===== config.mk =====
export PLATFORM = sky130hd
export DESIGN_NAME = key_decoder_fifo
export DESIGN_NICKNAME = d
export VERILOG_FILES = /design/src/rtl/kbd_pkg.sv /design/src/rtl/key_fifo.sv /design/src/rtl/key_decoder_fifo.sv
export SDC_FILE = /design/constraint.sdc
export NUM_CORES = 1
export LEC_CHECK = 0
export CORE_MARGIN = 5
export CORE_UTILIZATION = 45
export CTS_BUF_LIST = sky130_fd_sc_hd__clkbuf_4 sky130_fd_sc_hd__clkbuf_8
export CTS_CLUSTER_DIAMETER = 200
export DETAILED_ROUTE_END_ITERATION = 10
export PLACE_DENSITY_LB_ADDON = 0.08
export RECOVER_POWER = 25
export SLEW_MARGIN = 20
export SYNTH_ARGS = -nofsm -noshare
export SYNTH_HDL_FRONTEND = slang
export SYNTH_HIERARCHICAL = 1
export SYNTH_SLANG_ARGS = --single-unit

===== constraint.sdc =====
create_clock -name clk -period 2.3 [get_ports clk]
set_clock_uncertainty 0.2 [all_clocks]
set_input_delay 0.46 -clock clk [delete_from_list [all_inputs] [get_ports clk]]
set_output_delay 0.46 -clock clk [all_outputs]
set_load 0.05 [all_outputs]

===== src/rtl/kbd_pkg.sv =====
// Shared PS/2 set-2 scancode constants, prefix FSM states and the make-code to ASCII mapping.
package kbd_pkg;

  typedef enum logic [1:0] {
    ST_IDLE,
    ST_BRK,
    ST_EXT,
    ST_EXT_BRK
  } kbd_state_e;

  localparam logic [7:0] SC_BREAK  = 8'hF0;
  localparam logic [7:0] SC_EXT    = 8'hE0;
  localparam logic [7:0] SC_LSHIFT = 8'h12;
  localparam logic [7:0] SC_RSHIFT = 8'h59;
  localparam logic [7:0] SC_CAPS   = 8'h58;
  localparam logic [7:0] SC_ENTER  = 8'h5A;
  localparam logic [7:0] SC_SPACE  = 8'h29;
  localparam logic [7:0] SC_BKSP   = 8'h66;

  localparam logic [7:0] ASCII_CR       = 8'h0D;
  localparam logic [7:0] ASCII_SPACE    = 8'h20;
  localparam logic [7:0] ASCII_BS       = 8'h08;
  localparam logic [7:0] ASCII_A        = 8'h41;
  localparam logic [7:0] ASCII_0        = 8'h30;
  localparam logic [7:0] ASCII_CASE_OFS = 8'h20;

  typedef struct packed {
    logic       valid;
    logic [7:0] ch;
  } key_map_t;

  // Translate a make code into a character; valid=0 for anything unmapped.
  function automatic key_map_t map_key(input logic [7:0] code, input logic upper,
                                       input logic ctrl_en);
    key_map_t   m;
    logic [4:0] idx;
    logic [3:0] dig;
    logic       is_letter;
    logic       is_digit;
    m         = '0;
    idx       = '0;
    dig       = '0;
    is_letter = 1'b1;
    is_digit  = 1'b1;
    case (code)
      8'h1C: idx = 5'd0;   8'h32: idx = 5'd1;   8'h21: idx = 5'd2;   8'h23: idx = 5'd3;
      8'h24: idx = 5'd4;   8'h2B: idx = 5'd5;   8'h34: idx = 5'd6;   8'h33: idx = 5'd7;
      8'h43: idx = 5'd8;   8'h3B: idx = 5'd9;   8'h42: idx = 5'd10;  8'h4B: idx = 5'd11;
      8'h3A: idx = 5'd12;  8'h31: idx = 5'd13;  8'h44: idx = 5'd14;  8'h4D: idx = 5'd15;
      8'h15: idx = 5'd16;  8'h2D: idx = 5'd17;  8'h1B: idx = 5'd18;  8'h2C: idx = 5'd19;
      8'h3C: idx = 5'd20;  8'h2A: idx = 5'd21;  8'h1D: idx = 5'd22;  8'h22: idx = 5'd23;
      8'h35: idx = 5'd24;  8'h1A: idx = 5'd25;
      default: is_letter = 1'b0;
    endcase
    case (code)
      8'h70: dig = 4'd0;  8'h69: dig = 4'd1;  8'h72: dig = 4'd2;  8'h7A: dig = 4'd3;
      8'h6B: dig = 4'd4;  8'h73: dig = 4'd5;  8'h74: dig = 4'd6;  8'h6C: dig = 4'd7;
      8'h75: dig = 4'd8;  8'h7D: dig = 4'd9;
      default: is_digit = 1'b0;
    endcase
    if (is_letter) begin
      m.valid = 1'b1;
      m.ch    = ASCII_A + 8'(idx) + (upper ? 8'h00 : ASCII_CASE_OFS);
    end else if (is_digit) begin
      m.valid = 1'b1;
      m.ch    = ASCII_0 + 8'(dig);
    end else if (ctrl_en) begin
      case (code)
        SC_ENTER: begin m.valid = 1'b1; m.ch = ASCII_CR;    end
        SC_SPACE: begin m.valid = 1'b1; m.ch = ASCII_SPACE; end
        SC_BKSP:  begin m.valid = 1'b1; m.ch = ASCII_BS;    end
        default:  m = '0;
      endcase
    end
    return m;
  endfunction

endpackage


===== src/rtl/key_fifo.sv =====
// First-word-fall-through FIFO with count-based full/empty and a sticky overflow flag.
module key_fifo #(
  parameter int unsigned DATA_W = 8,
  parameter int unsigned DEPTH  = 8
) (
  input  logic                      clk,
  input  logic                      reset,
  input  logic                      wr_en_i,
  input  logic [DATA_W-1:0]         wr_data_i,
  input  logic                      rd_en_i,
  output logic [DATA_W-1:0]         rd_data_o,
  output logic                      empty_o,
  output logic                      full_o,
  output logic [$clog2(DEPTH):0]    count_o,
  output logic                      overflow_o
);

  localparam int unsigned PTR_W = $clog2(DEPTH);
  localparam int unsigned CNT_W = PTR_W + 1;

  logic [DATA_W-1:0] r_mem [DEPTH];
  logic [PTR_W-1:0]  r_wr_ptr;
  logic [PTR_W-1:0]  r_rd_ptr;
  logic [CNT_W-1:0]  r_count;
  logic              r_ovf;
  logic              w_full;
  logic              w_empty;
  logic              w_do_rd;
  logic              w_do_wr;

  assign w_full  = (r_count == CNT_W'(DEPTH));
  assign w_empty = (r_count == '0);
  assign w_do_rd = rd_en_i && !w_empty;
  // A pop in the same cycle frees the slot, so a write into a full FIFO still lands.
  assign w_do_wr = wr_en_i && (!w_full || w_do_rd);

  always_ff @(posedge clk) begin
    if (w_do_wr) r_mem[r_wr_ptr] <= wr_data_i;
  end

  always_ff @(posedge clk or posedge reset) begin
    if (reset) begin
      r_wr_ptr <= '0;
      r_rd_ptr <= '0;
      r_count  <= '0;
      r_ovf    <= 1'b0;
    end else begin
      if (w_do_wr) r_wr_ptr <= r_wr_ptr + PTR_W'(1);
      if (w_do_rd) r_rd_ptr <= r_rd_ptr + PTR_W'(1);
      case ({w_do_wr, w_do_rd})
        2'b10:   r_count <= r_count + CNT_W'(1);
        2'b01:   r_count <= r_count - CNT_W'(1);
        default: r_count <= r_count;
      endcase
      if (wr_en_i && w_full && !rd_en_i) r_ovf <= 1'b1;
    end
  end

  assign rd_data_o  = w_empty ? '0 : r_mem[r_rd_ptr];
  assign empty_o    = w_empty;
  assign full_o     = w_full;
  assign count_o    = r_count;
  assign overflow_o = r_ovf;

endmodule


===== src/rtl/key_decoder_fifo.sv =====
// PS/2 set-2 scancode decoder: prefix FSM, shift/caps tracking and ASCII mapping into a key FIFO.
module key_decoder_fifo
  import kbd_pkg::*;
#(
  parameter int unsigned FIFO_DEPTH = 8,
  parameter bit          CASE_AWARE = 1'b1,
  parameter bit          CTRL_KEYS  = 1'b1
) (
  input  logic                         clk,
  input  logic                         reset,
  input  logic [7:0]                   code_i,
  input  logic                         code_valid_i,
  input  logic                         rd_en_i,
  output logic [7:0]                   ascii_o,
  output logic                         empty_o,
  output logic                         full_o,
  output logic [$clog2(FIFO_DEPTH):0]  count_o,
  output logic                         overflow_o,
  output logic                         shift_o,
  output logic                         caps_o
);

  kbd_state_e r_state;
  kbd_state_e w_state_nxt;
  logic       r_lshift;
  logic       r_rshift;
  logic       r_caps;
  logic       r_caps_held;
  logic       w_make;
  logic       w_release;
  logic       w_upper;
  logic       w_push;
  key_map_t   w_map;

  always_ff @(posedge clk or posedge reset) begin
    if (reset) r_state <= ST_IDLE;
    else       r_state <= w_state_nxt;
  end

  // Prefix tracking; only plain makes and plain releases reach the decoder.
  always_comb begin
    w_state_nxt = r_state;
    w_make      = 1'b0;
    w_release   = 1'b0;
    if (code_valid_i) begin
      case (r_state)
        ST_IDLE: begin
          if (code_i == SC_BREAK)     w_state_nxt = ST_BRK;
          else if (code_i == SC_EXT)  w_state_nxt = ST_EXT;
          else                        w_make      = 1'b1;
        end
        ST_BRK: begin
          w_release   = 1'b1;
          w_state_nxt = ST_IDLE;
        end
        ST_EXT:  w_state_nxt = (code_i == SC_BREAK) ? ST_EXT_BRK : ST_IDLE;
        default: w_state_nxt = ST_IDLE;
      endcase
    end
  end

  // caps_held blocks typematic repeats of caps lock from toggling again.
  always_ff @(posedge clk or posedge reset) begin
    if (reset) begin
      r_lshift    <= 1'b0;
      r_rshift    <= 1'b0;
      r_caps      <= 1'b0;
      r_caps_held <= 1'b0;
    end else begin
      if (w_make) begin
        if (code_i == SC_LSHIFT) r_lshift <= 1'b1;
        if (code_i == SC_RSHIFT) r_rshift <= 1'b1;
        if (code_i == SC_CAPS) begin
          if (!r_caps_held) r_caps <= ~r_caps;
          r_caps_held <= 1'b1;
        end
      end
      if (w_release) begin
        if (code_i == SC_LSHIFT) r_lshift    <= 1'b0;
        if (code_i == SC_RSHIFT) r_rshift    <= 1'b0;
        if (code_i == SC_CAPS)   r_caps_held <= 1'b0;
      end
    end
  end

  assign shift_o = r_lshift | r_rshift;
  assign caps_o  = r_caps;
  assign w_upper = !CASE_AWARE || (shift_o ^ r_caps);
  assign w_map   = map_key(code_i, w_upper, CTRL_KEYS);
  assign w_push  = w_make && w_map.valid;

  key_fifo #(
    .DATA_W (8),
    .DEPTH  (FIFO_DEPTH)
  ) u_fifo (
    .clk        (clk),
    .reset      (reset),
    .wr_en_i    (w_push),
    .wr_data_i  (w_map.ch),
    .rd_en_i    (rd_en_i),
    .rd_data_o  (ascii_o),
    .empty_o    (empty_o),
    .full_o     (full_o),
    .count_o    (count_o),
    .overflow_o (overflow_o)
  );

endmodule


-- After elaboration in Yosys (flattened, before gate mapping)
Memories as Yosys holds them, arrays and structs flattened.
Index checks and enable logic that the tools add are counted.
- memories kept: 1
- word-level logic and storage cells: 121
- output and inout port bits: 17
- memory bits (read-only): 0
- bits in latches: 0
- flip-flop bits (word level): 17
- bits in writable memories: 64
- memory list (name ; words ; bits a word ; read ports ; clocked after memory_dff ; wr ports ; RTL line ; RTL):
    u_fifo.r_mem ; 8 ; 8 ; 1 ; 0 ; 1 ; key_fifo.sv:21 ; logic [DATA_W-1:0] r_mem [DEPTH];
- bitwise logic cells: 4
- div/mod/pow operators: 0
- magnitude comparators: 0
- equality and inequality tests: 50
- reductions and logical operators: 16
- shift-type cells: 0
- multiply operators: 0
- add/sub/neg operators: 7
- muxes and demuxes: 34
- operators with widths (kind ; count):
    == test 8 x 7 -> 1 bit (second input constant) ; 19
    == test 8 x 6 -> 1 bit (second input constant) ; 17
    one-hot mux 5 bit (25 select lines) ; 1
    == test 8 x 5 -> 1 bit (second input constant) ; 6
    one-hot mux 4 bit (9 select lines) ; 1
    one-hot mux 9 bit (3 select lines) ; 1
    OR reduction 26 bit ; 1
    2-to-1 mux 1 bit ; 22
    2-to-1 mux 9 bit ; 2
    == test 8 bit (second input constant) ; 2
    OR reduction 10 bit ; 1
    adder 7 x 5 -> 8 bit (first input constant) ; 1
    adder 8 x 6 -> 8 bit ; 1
    2-to-1 mux 8 bit ; 1
    one-hot mux 4 bit (2 select lines) ; 1
    adder 6 x 4 -> 7 bit (first input constant) ; 1
    adder 3 x 1 -> 3 bit (second input constant) ; 2
    2-to-1 mux 2 bit ; 3
    2-to-1 mux 6 bit ; 1
    logical AND 1 bit ; 5
    adder 4 x 1 -> 4 bit (second input constant) ; 1
    == test 2 x 1 -> 1 bit (second input constant) ; 2
    == test 2 bit (second input constant) ; 2
    == test 4 bit (second input constant) ; 1
    13 further kinds ; 16

-- Longest topological paths before layout
Gate-level depths: netlist of the first run.
- depth after elaboration: 9
- depth in mapped cells: 16
- gate-level depth less buffers: 14

-- Hierarchy
The synthesis of the first run kept the hierarchy.
- by module, submodules not included (module ; area an instance (um2) ; instances ; cells each ; seq. area each (um2)):
    key_fifo ; 3129.3 ; 1 ; 190 ; 2197.1
    key_decoder_fifo ; 1236.2 ; 1 ; 173 ; 150.1

-- Worst setup path before layout of the first run
Ideal clock, no wire load.
- path kind: input -> register
- start: input code_i[7]
- end: memory u_fifo.r_mem[0][0], enable pin
- path buffers: 1
- path slack: -1.277 ns
- library setup time: 0.395 ns
- arrival: 2.983 ns
- stages: 10
- data required time: 1.705 ns
- cells stage by stage: buf_2 > or4b_4 > nor3_1 > or3_4 > or2_4 > nor2_4 > inv_2 > o311a_1 > o21ai_4 > nor4_1
- word-level cells in the longest chain between the ends: 9
- elaborated cells on any way between the ends: 56
- RTL lines (what ; RTL line ; RTL):
    start, declared ; key_decoder_fifo.sv:11 ; input logic [7:0] code_i,
    == test 8 x 7 -> 1 bit / == test 8 bit (equally long branches) ; kbd_pkg.sv:55, key_decoder_fifo.sv:49 ;
    OR reduction 10 bit (no line) / 2-to-1 mux 1 bit (equally long branches) ; -- ;
    2-to-1 mux 1 bit (on tied branches) ; kbd_pkg.sv:55, key_decoder_fifo.sv:48 ;
    2-to-1 mux 9 bit / 2-to-1 mux 1 bit (equally long branches) ; kbd_pkg.sv:64, key_decoder_fifo.sv:46 ;
    2-to-1 mux 9 bit / 2-to-1 mux 1 bit (equally long branches) ; kbd_pkg.sv:61, key_decoder_fifo.sv:45 ;
    logical AND 1 bit (*) ; key_decoder_fifo.sv:90 ; assign w_push = w_make && w_map.valid;
    net w_push ; key_decoder_fifo.sv:32 ; logic w_push;
    logical AND 1 bit (*) ; key_fifo.sv:35 ; assign w_do_wr = wr_en_i && (!w_full || w_do_rd);
    2-to-1 mux 1 bit (*) ; key_fifo.sv:38 ; if (w_do_wr) r_mem[r_wr_ptr] <= wr_data_i;
    2-to-1 mux 1 bit (implied by the code) (*) ; key_fifo.sv:38 ;
    end, declared ; key_fifo.sv:21 ;
The timed path passes the listed nets; every way through them passes the cells marked *.

-- Worst setup path in the final report of the first run
- start: input code_i[1]
- end: memory u_fifo.r_mem[3][6], enable pin
The elaborated chain is that of the path after synthesis.

==> results of run 1 <==
-- flip-flops by register name, indices dropped and copies added (netlist names), 2 cells and up --
register / flops
r_state: 2
u_fifo/count_o: 4
u_fifo/r_mem: 64
u_fifo/r_rd_ptr: 3
u_fifo/r_wr_ptr: 3
-- where the power goes --
group / total (uW) / leakage, uW / switching (uW) / internal (uW)
Combinational: 3310 / 0.00174 / 1740 / 1570
Sequential: 1920 / 0.000805 / 212 / 1700
Clock: 948 / 0.000101 / 475 / 473
Total: 6180 / 0.00264 / 2430 / 3750
-- placed cells by master, fill, tap and decap left out, drive strengths merged, types with 4 or more instances in the layout --
cell type,Yosys,final
xor2,5,5
edfxtp,64,64
nor2,20,20
a221o,8,8
nor2b,7,7
buf,19,148
or2,5,5
xnor2,7,7
a221oi,8,8
conb,1,8
a32oi,4,4
o22ai,5,5
nand2,21,21
a21oi,11,11
mux2i,34,34
clkbuf,5,14
ha,4,4
nand3,10,10
dfrtp,17,17
nor4,5,5
o21ai,8,8
inv,10,11
or4b,4,4
nand3b,4,4
clkdlybuf4s50,0,4
nand2b,10,10
nor3,15,15
-- critical path: stages --
cell and delay (ps):
buf_6 90, buf_6 120, buf_4 130, buf_4 120
nand3b_1 100, nor4_1 70, a211oi_1 230, buf_4 170
nand3_4 80, nor2_4 140, inv_2 50, o311a_4 370
buf_4 140, buf_6 100, buf_6 110, buf_4 130
o21ai_4 90, buf_12 150, nor3_4 40, buf_12 160
-- layer usage --
metal | vias to the layer above | wire length [um] | track usage [%] | share of wire (%)
met4 | 0 | 191 | 7.394 | 1.8
met2 | 52 | 5495 | 33.89 | 52
met5 | - | 0 | 0 | 0
li1 | 1700 | - | - | -
met3 | 15 | 238 | 3.343 | 2.3
met1 | 1629 | 4568 | 23.51 | 44
-- final cells by class --
type | instances | area (sq um) | share of cell area [%]
clock buffers | 13 | 166.4 | 2.565
clock inverters | 3 | 16.27 | 0.2507
inverters | 10 | 47.55 | 0.7329
multi-input cells | 255 | 2298 | 35.43
flip-flops and latches | 81 | 2354 | 36.28
well taps | 133 | 166.4 | 2.565
repair buffers | 156 | 1439 | 22.18
-- cell families after synthesis --
family / synth area share [%]
multiplexers: 8.570
buffers and inverters: 4.271
XOR/XNOR: 2.408
adder cells (fa/ha/maj): 1.376
other: 0.08590
AO/OA/AOI/OAI: 12.52
flip-flops: 53.77
AND/OR/NAND/NOR: 17.00
-- worst paths after layout --
| path | from | endpoint | slack, ps | cells past startpoint |
|---|---|---|---|---|
| setup / recovery | code_i[1] | u_fifo/r_mem[3][6] | -860 | 20 |
| hold / removal | u_fifo/overflow_o | u_fifo/overflow_o | 260 | 1 |
| setup reg to reg | r_state[1] | u_fifo/r_mem[3][6] | 100 | 10 |
| hold reg to reg | u_fifo/overflow_o | u_fifo/overflow_o | 260 | 1 |
| max in group asynchronous | reset | u_fifo/r_rd_ptr[0] | 1140 | 2 |
| min in group asynchronous | reset | r_caps_held | 290 | 2 |
-- timing repair --
action | in CTS | in global routing
cloned | 1 | 0
setup endpoints to repair | 142 | 131
gates resized for setup | 86 | 10
setup buffers | 31 | 5
pin swaps | 27 | 9
-- through the flow --
stage          util (%)  setup TNS, ps  setup WS, ps  cell area [sq um]
2_1_floorplan         -         -47680        -983.7               4684
3_3_place_gp      61.33        -149170         -1496               5884
3_5_place_dp      61.33        -150280         -1600               5884
4_1_cts           67.01         -68840        -835.1               6429
5_1_grt           67.62         -82480        -953.0               6487
6_report          67.62         -71810        -864.9               6487
==> results.cfg, run 1 <==
[yosys]
synthDistinctLibCells = 71
ys.flop_type = edfxtp_1
syn-cell-area_sq_mm = 0.004365
yosysWarnings = 6
yosysTopAreaCell = edfxtp_1
ys_top_cells_by_area = edfxtp_1 (44%), dfrtp_1 (9.7%), mux2i_1 (7.8%), a221o_1 (1.8%), nand2_1 (1.8%)
ys_ff_latch = 81
synth_edf_count = 64
synthCells = 363
synth.avg_cell_area_sq_um = 12.03
synth_sequential_area_ratio_pct = 53.77
synth_most_common_cell = edfxtp_1
async_flop_share_pct = 20.99
yosys.area.top_type_share_pct = 44.02
synth.top_cells.by_count = edfxtp_1 (64), mux2i_1 (34), nand2_1 (21)

[global_routing]
grt_overflow_total = 0
first_global_vias = 3531
grt_pass1_wl_um = 17490
antenna_found_initial = 0
track_usage_pct = 19.27
grt_start_max_net_pins = 20

[sta]
setup_violations = 122
post-route-period-util_pct = 137.6
rsz0062_at_grt = true
timing.hold.ws_ps = 257.1
finalHoldViolCount = 0
slew_headroom_pct = 58.42
slew_violations = 0
fin_crit_ps = 3165
fin_ws_ps = -864.9
max_freq_mhz = 316.0
tightest_slew_ps = 620.7

[clock_tree]
cts_buffers = 9
cts.clk_slew.worst_paths_ps = 80
cts_root_buf = clkbuf_8
cts_buffer_depth = 2
cts_tree = built
clk_latency_ps = 350
cts.sinks = 81
hold_buffers = 0
cts_max_level = 3

[floorplan]
start_util_pct = 45.50
die_y_um = 108.5
rows = 36
dieArea_sq_mm = 0.01177
io_pins = 29
die-width_um = 108.5
design.core.area_sq_mm = 0.009594

[detailed_routing]
dr.first_iter.drc_count = 86
drc = 0
routed_wl_um = 10490
vias = 3396
routedWlPerCell_um = 16.12
first_pass_iters = 4
antenna_left = 0
viasPerCell = 5.217

[run_status]
violations = setup timing
outcome = complete, but fails checks

[cells_and_area]
areaGrowthSynthToFinish_pct = 48.61
nNetsFinal = 529
fin_cells = 651
drive_gt1_share_pct = 46.91
nFillCells = 712
antenna_cells = 0

[setup_path]
cp.arrival_ps = 3080
worstPathMaxFanout = 8
startpoint_type = input pin
required_ps = 2210
worstSetupPathType = in2reg
crit_path_end_kind = flip-flop

[pwr]
p_per_area_mw_per_mm2 = 952.1
ir_drop_uv = 805.4
power.leakage_uw = 0.002643
p_total_uw = 6177

[place]
hpwl_um = 7760
place_congestion = 0.9269
place_inst = 605
port_buffers = 28

[run]
maxCapViolCount = 0

[hold_path]
holdCritPathClass = reg2reg
Note: power is estimated with default switching activity, not from simulation.
==> inputs of run 2 (changes only) <==
--- a/config.mk
+++ b/config.mk
@@ -5,7 +5,7 @@
 export SDC_FILE = /design/constraint.sdc
 export NUM_CORES = 1
 export LEC_CHECK = 0
-export CORE_MARGIN = 5
+export CORE_MARGIN = 10
 export CORE_UTILIZATION = 45
 export CTS_BUF_LIST = sky130_fd_sc_hd__clkbuf_4 sky130_fd_sc_hd__clkbuf_8
 export CTS_CLUSTER_DIAMETER = 200
==> run 2 against run 1 <==
  * Die area increased by 19%
  * Sequential power decreased by 3%
  * Core utilization increased by 7.9 points
  * Register-to-register slack got worse by 230 ps
  * Global-route usage decreased by 3.0 points
  * The run still ends with setup timing left
  * Count of clock-buffer cells in the layout decreased by 4
  * Combinational power increased by 9.7%
  * First-iteration DRC count increased by 93%
  * Critical path depth decreased by 2
  * Wire length increased by 15%
  * Fmax increased by 1.3%
  * Highest routed layer unchanged
==> results.cfg, run 2 (synthesized netlist as in run 1, its figures left out) <==
[global_routing]
antenna_found_initial = 0
track_usage_pct = 16.29
grt_start_max_net_pins = 19
grt_pass1_wl_um = 18800
grt_overflow_total = 0
first_global_vias = 3684

[cells_and_area]
areaGrowthSynthToFinish_pct = 61.42
nFillCells = 594
mostFrequentLayoutCells = buf_4 (119), edfxtp_1 (64), mux2i_1 (34)
final_common_cell = buf_4
nNetsFinal = 550
fin_util_pct = 75.55
final_area_sq_mm = 0.007047
layout.area.seq_sq_mm = 0.002354
antenna_cells = 0
drive_gt1_share_pct = 53.99
largest_register_ffs = 64
largest-register = u_fifo/r_mem
multi_input_area_sq_mm = 0.002517

[floorplan]
io_pins = 29
design.core.area_sq_mm = 0.009328
die-width_um = 118.5
rows = 35
start_util_pct = 46.80
dieArea_sq_mm = 0.01404
die_y_um = 118.5

[hold_path]
holdCritPathClass = reg2reg

[sta]
fin_ws_ps = -823.8
fin_crit_ps = 3124
slew_headroom_pct = 58.85
timing.hold.ws_ps = 269.3
tns_ps = -48450
rsz0062_at_grt = true
post-route-period-util_pct = 135.8
tightest_slew_ps = 617.2
finalHoldViolCount = 0
slew_violations = 0
setup_violations = 122
max_freq_mhz = 320.1

[run_status]
outcome = complete, but fails checks
violations = setup timing

[setup_path]
worstPathMaxFanout = 4
crit_path_end_kind = flip-flop
cp.arrival_ps = 3200
required_ps = 2380
worstSetupPathType = in2reg
startpoint_type = input pin

[detailed_routing]
routed_wl_um = 12020
vias = 3564
routedWlPerCell_um = 17.99
drc = 0
first_pass_iters = 4
viasPerCell = 5.335
antenna_left = 0
dr.first_iter.drc_count = 166

[place]
dpl-instance-area_sq_mm = 0.005889
hpwl_um = 8108
place_congestion = 0.9656
port_buffers = 28

[pwr]
power.leakage_uw = 0.002890
p_per_area_mw_per_mm2 = 963.7
ir_drop_uv = 624.2
p_total_uw = 6791

[clock_tree]
cts_buffer_depth = 2
cts.clk_slew.worst_paths_ps = 90
clk_latency_ps = 350
cts.sinks = 81
cts_max_level = 3
cts_buffers = 9
cts_root_buf = clkbuf_8
hold_buffers = 0
cts_tree = built

[run]
maxCapViolCount = 0
[run 2: changes by cell type in the layout (fill, tap and decap cells not counted), moves of 3 or more]
cell,previous run,this run
buf_4,113,119
inv_6,0,3
clkbuf_4,3,0
buf_6,12,28
nor3_1,5,2
buf_8,1,4
buf_2,5,2
nor3_4,6,9
bufinv_16,0,3
[run 2: final timing paths]
path / from / cells past startpoint / slack [ps] / to
setup / recovery: code_i[1] / 18 / -820 / u_fifo/count_o[2]
hold / removal: u_fifo/overflow_o / 1 / 270 / u_fifo/overflow_o
setup reg to reg: u_fifo/count_o[1] / 8 / -130 / u_fifo/r_mem[3][1]
hold reg to reg: u_fifo/overflow_o / 1 / 270 / u_fifo/overflow_o
max in group asynchronous: reset / 2 / 1180 / u_fifo/r_rd_ptr[0]
min in group asynchronous: reset / 2 / 280 / caps_o
[run 2: report_power, final]
group          switching [uW]  internal, uW
Combinational            1890          1740
Sequential                169          1700
Clock                     553           733
Total                    2620          4180
[run 2: stage by stage]
step                instances  setup WS (ps)
finish                    668         -823.8
global route              668         -936.6
floorplan                 370         -983.7
CTS                       641         -808.2
global placement          603          -1736
detailed placement        603          -1681
[run 2: timing repair]
action / CTS / global route
resized for setup: 98 / 72
hold endpoints to repair: 0 / 0
gates cloned: 2 / 0
setup endpoints to repair: 140 / 123
pin swaps: 30 / 31
setup buffers: 24 / 32
[run 2: layer usage]
layer  track usage, %  wire [um]  up-vias
met5                0          0        -
met4            6.565        229        0
met2            28.16       6169       64
met3            3.284        434       18
met1            19.36       5183     1734
li1                 -          -     1748
[run 2: cell type report]
type / instances / area share (%)
timing repair buffer: 177 / 24.29
inverter: 10 / 0.7812
sequential: 81 / 33.40
clock buffer: 9 / 1.758
clock inverter: 7 / 1.758
multi-input combinational: 255 / 35.72
tap: 129 / 2.290
[run 2: critical path, cell delays in order]
cell and delay [ps]:
buf_8 100, buf_6 110, buf_6 120, buf_6 100
nand3b_1 160, nor4_2 90, a211oi_2 300, nand3_2 150
nor2_4 150, inv_2 50, o311a_4 310, nand2b_4 140
or3_4 350, nand2_4 70, ha_4 140, nand2_2 50
o221ai_2 150, xor2_1 180
